--- src/rtl/font_access_ctrl_pkg.sv ---
// Shared font memory geometry and the access controller's state encoding.
// The BRAM, the video fetch and the host interface all import these constants.
package font_access_ctrl_pkg;

  localparam int FONT_ADDR_W = 13;
  localparam int FONT_DATA_W = 8;
  localparam int STALL_CNT_W = 8;

  typedef enum logic [1:0] {
    IDLE     = 2'd0,
    WR_ISSUE = 2'd1,
    RD_WAIT  = 2'd2,
    RD_DATA  = 2'd3
  } fac_state_t;

endpackage

--- src/rtl/font_access_ctrl.sv ---
// Font BRAM port arbiter: video owns the read port, host reads slip into idle
// slots or steal one after STALL_MAX cycles, host writes use the write port freely.
module font_access_ctrl
  import font_access_ctrl_pkg::*;
#(
  parameter int ADDR_W    = FONT_ADDR_W,
  parameter int DATA_W    = FONT_DATA_W,
  parameter int STALL_MAX = 64
) (
  input  logic              clk,
  input  logic              reset,
  input  logic              vid_rd_en,
  input  logic [ADDR_W-1:0] vid_rd_addr,
  output logic              vid_grant,
  output logic              vid_rd_valid,
  output logic [DATA_W-1:0] vid_rd_data,
  input  logic              host_req,
  input  logic              host_wr,
  input  logic [ADDR_W-1:0] host_addr,
  input  logic [DATA_W-1:0] host_wdata,
  output logic              host_ack,
  output logic [DATA_W-1:0] host_rdata,
  output logic              host_busy,
  output logic [ADDR_W-1:0] font_rd_addr,
  input  logic [DATA_W-1:0] font_rd_data,
  output logic              font_wr_en,
  output logic [ADDR_W-1:0] font_wr_addr,
  output logic [DATA_W-1:0] font_wr_data
);

  localparam logic [STALL_CNT_W-1:0] STALL_LAST = STALL_CNT_W'(STALL_MAX - 1);
  localparam logic [STALL_CNT_W-1:0] STALL_SAT  = '1;

  fac_state_t              state;
  fac_state_t              state_next;
  logic [ADDR_W-1:0]       hold_addr;
  logic [DATA_W-1:0]       hold_wdata;
  logic [DATA_W-1:0]       rdata_q;
  logic [STALL_CNT_W-1:0]  stall_cnt;
  logic                    issuing;

  // Reset suppresses the ack/write strobes so an interrupted write never lands.
  always_comb begin
    state_next   = state;
    issuing      = (state == RD_WAIT) && (!vid_rd_en || (stall_cnt == STALL_LAST));
    vid_grant    = !issuing;
    font_rd_addr = issuing ? hold_addr : vid_rd_addr;
    font_wr_en   = (state == WR_ISSUE) && !reset;
    font_wr_addr = hold_addr;
    font_wr_data = hold_wdata;
    host_ack     = ((state == WR_ISSUE) || (state == RD_DATA)) && !reset;
    host_busy    = (state != IDLE);
    host_rdata   = ((state == RD_DATA) && !reset) ? font_rd_data : rdata_q;
    vid_rd_data  = font_rd_data;

    case (state)
      IDLE:     if (host_req) state_next = host_wr ? WR_ISSUE : RD_WAIT;
      WR_ISSUE: state_next = IDLE;
      RD_WAIT:  if (issuing) state_next = RD_DATA;
      RD_DATA:  state_next = IDLE;
      default:  state_next = IDLE;
    endcase
  end

  always_ff @(posedge clk) begin
    if (reset) begin
      state        <= IDLE;
      stall_cnt    <= '0;
      rdata_q      <= '0;
      vid_rd_valid <= 1'b0;
      hold_addr    <= '0;
      hold_wdata   <= '0;
    end else begin
      state        <= state_next;
      vid_rd_valid <= vid_rd_en && vid_grant;

      if ((state == IDLE) && host_req) begin
        hold_addr  <= host_addr;
        hold_wdata <= host_wdata;
        stall_cnt  <= '0;
      end else if ((state == RD_WAIT) && !issuing && (stall_cnt != STALL_SAT)) begin
        stall_cnt <= stall_cnt + 1'b1;
      end

      // The ack cycle bypasses the BRAM byte; the register keeps it afterwards.
      if (state == RD_DATA) rdata_q <= font_rd_data;
    end
  end

endmodule

--- config.mk ---
export PLATFORM = sky130hd
export DESIGN_NAME = font_access_ctrl
export DESIGN_NICKNAME = d
export VERILOG_FILES = /design/src/rtl/font_access_ctrl_pkg.sv /design/src/rtl/font_access_ctrl.sv
export SDC_FILE = /design/constraint.sdc
export NUM_CORES = 1
export LEC_CHECK = 0
export BUFFER_PORTS_ARGS = -buffer_cell sky130_fd_sc_hd__buf_4
export CAP_MARGIN = 20
export CORE_UTILIZATION = 44
export DETAILED_ROUTE_END_ITERATION = 7
export PLACE_DENSITY = 0.86
export SLEW_MARGIN = 20
export SYNTH_ARGS = -nofsm -noshare
export SYNTH_HDL_FRONTEND = slang
export SYNTH_SLANG_ARGS = --single-unit
--- constraint.sdc ---
create_clock -name clk -period 2 [get_ports clk]
set_input_delay 0.1 -clock clk [delete_from_list [all_inputs] [get_ports clk]]
set_output_delay 0.1 -clock clk [all_outputs]
set_load 0.02 [all_outputs]
==> metrics.txt <==
status=finished clean; post-synthesis xor/xnor area fraction=less than 1%; gr ovfl total=0; Hold Path Depth=3; synthesized net count=280; GP Congestion=~0.74; crit end category=output port; syn avg cell area=between 8 and 9 sq um; # DRC=0; setup TNS=0 ns; Worst Skew=~0.010 ns; 1st-iter DRT viols=70; wire length per cell=approximately 13 um; Die X-Extent=68.9 um; RR Endpoint=stall_cnt[2]; vias per inst=5.02; vias in the first global route=between 1,500 and 2,000; hold path endpoint=font_wr_data[5]; starting density of the core=about 48%; sequential power share=between 40% and 50%; Synth Area in Compound Gates=12.5%; Hold WC Path Type=in -> reg; Final HPWL DP=~3500 um; cell-internal power=1440 uW; most frequent cells in the layout=buf_4 (106), nand2_1 (55), dfxtp_1 (39); Simple-Gate Fraction of Synth Area=between 20% and 30%; n_diodes=0; Clk pwr share=around 35%; critical path type=reg -> out; DRT Pass-1 Iters=4; Seq/Total Area, Yosys=around two fifths; Die Y=between 60 and 70 um; Root Driver=clkbuf_8; final worst path period share=between 90% and 100%; final setup vio count=0; H-tree levels=2; Sw Ratio=26.9%; Core Area=around 4100 sq um; Mapped Cells=232; initial antenna violation count=0; Reg clk slew, reported paths=around 0.080 ns; most common cell after layout, fill and taps aside=buf_4; Buf/Inv on CP=1; Req. time, crit path=1.90 ns; crit-path leading delay family=simple AND/OR/NAND/NOR gates; minimum clock period=1.95 ns; routed via count=about 1,900; clock buffer count from CTS=5; Slew Limit Fails=0; Rows=23; die area=between 4000 and 5000 sq um; Hold Startpoint=host_wdata[5]; Synth Register Bits=40; Comb power frac=a little over a fifth; Area after DPL=2680 sq um; post-route ant nets=0; PD cells=702 nW/um^2; clock sinks=40; combinational family with the most area after synthesis=simple AND/OR/NAND/NOR gates; mux contribution to synthesized area=14.7%; Max stage delay on crit path=between 0.4 and 0.5 ns; first-pass GRT wire length=~7000 um; Synth top area share=approximately 41%; synthesized cell area=approximately 2000 sq um; clock buffer depth=2; Slew @ Worst Pin=roughly 0.7 ns; adder-cell share of the synthesized area=less than 1%; Worst R2R Setup Slack=0.48 ns; crit path cell chain=and4_4, nand3_4, a21o_2, mux2_4, buf_4; CTS tree=done; Clock Latency Late Sink=0.30 ns; share of cells above drive strength 1=between 40% and 50%; Slew HR=about 53%; pin count of the biggest net entering global routing=36; CP arrival=between 1.5 and 2 ns; Routed Wire Length=4920 um; synthesis-to-finish area growth=42.7%; maxcap violations=0; Ys Warns=0; count of cell types in the netlist=34; Peak supply drop=about 0.00053 V; hold buffers post-CTS=0; CP Launch Point=stall_cnt[4]; final hold viol count=0; Synth area leader=dfxtp_1; R2R cell count=4; RSZ-0062 raised after global routing=no; Post-layout nets=about 370; Lkg Pwr=0.00129 uW; Worst Path Max Fanout=7; post-route cell area=2810 sq um; Switch Pwr=about 530 uW; Worst setup SP type=flop; io pins=about 100; CP max stage cell=dfxtp_1; FMAX=513 MHz; All-Layer GR Usage=between 15 and 20%; r2r startpoint=stall_cnt[0]; largest cells by area after synthesis=dfxtp_1 (41%), nand2_1 (10%), a21oi_1 (8.6%); Port Buf Inserts=101
## how the worst max path moves through the flow
| stage | end | slack [ns] | depth (start not counted) |
|---|---|---|---|
| 2_1_floorplan | font_rd_addr[10] | 0.38 | 7 |
| 3_3_place_gp | font_rd_addr[3] | 0.28 | 5 |
| 3_5_place_dp | font_rd_addr[7] | 0.22 | 5 |
| 4_1_cts | font_rd_addr[7] | 0.01 | 5 |
| 5_1_grt | font_rd_addr[3] | 0.007 | 5 |
| 6_report | font_rd_addr[3] | 0.05 | 5 |
## power groups by stage
stage | clock network, uW | logic (uW) | registers [uW]
global placement | 0 | 412 | 874
global route | 738 | 454 | 862
CTS | 709 | 419 | 857
detailed placement | 0 | 419 | 875
floorplan | 0 | 201 | 906
finish | 699 | 418 | 857
## synth_stat cells, drive strengths merged
cell type,n
and3,1
mux2,21
or2,2
buf,13
a31o,1
nand3,14
and4b,2
a41oi,1
xnor2,2
and4,1
nand4,1
a21oi,34
a21boi,1
or3,1
nor2b,3
mux2i,2
a311oi,1
inv,4
nand2,55
a31oi,2
ha,1
a21o,1
a211oi,2
clkbuf,12
nor2,7
dfxtp,40
and2,2
nand2b,2
nor3,3
## repair_timing
item                       4_1_cts  5_1_grt
pin swaps                        0        1
cloned                           0        1
setup endpoints to repair       13       13
buffers inserted                 0        0
resized for setup                3        1
## state kept, by name, summed over array words and instances, names as in the netlist
register / count
font_wr_data: 8
font_wr_addr: 13
stall_cnt: 8
vid_rd_valid: 1
state: 2
rdata_q: 8
## metrics by stage
step	hold slack [ns]	std cells	worst slack [ns]	power [uW]	utilization, %
2_1_floorplan	0.198	232	0.378	1110	-
3_5_place_dp	0.335	363	0.224	1290	64.6
5_1_grt	0.0277	372	0.00666	2050	67.8
6_report	0.0412	372	0.0491	1970	67.8
4_1_cts	0.0319	371	0.0123	1980	67.6
3_3_place_gp	0.347	363	0.278	1290	64.6
## logic make-up after synthesis
group | after synthesis
AO/OA/AOI/OAI | 43
XOR/XNOR | 2
adder cells (fa/ha/maj) | 1
buffers and inverters | 29
flip-flops | 40
multiplexers | 23
AND/OR/NAND/NOR | 94
## cell type report
class / count / area [sq um]
Sequential cell: 40 / 802
Inverter: 4 / 15.0
Multi-Input combinational cell: 164 / 1010
Clock inverter: 2 / 38.8
Timing Repair Buffer: 106 / 796
Clock buffer: 6 / 82.6
Fill cell: 348 / 1330
Tap cell: 50 / 62.6
## layer usage
layer | wire [um] | part of all wire, % | global-route usage [%] | vias up
met4 | 34 | 0.69 | 5.36 | 0
met3 | 387 | 7.9 | 7.24 | 5
li1 | - | - | - | 958
met1 | 2020 | 41 | 23.2 | 826
met2 | 2470 | 50 | 33.7 | 77
met5 | 0 | 0 | 0 | -
## worst register-to-register path: cells and delay by family, from the launching register on
family	cells	cell delay [ns]
AND/OR/NAND/NOR	1	0.33
flip-flops	1	0.37
AO/OA/AOI/OAI	2	0.43
adder cells (fa/ha/maj)	1	0.27
(Power assumes the default switching activity.)
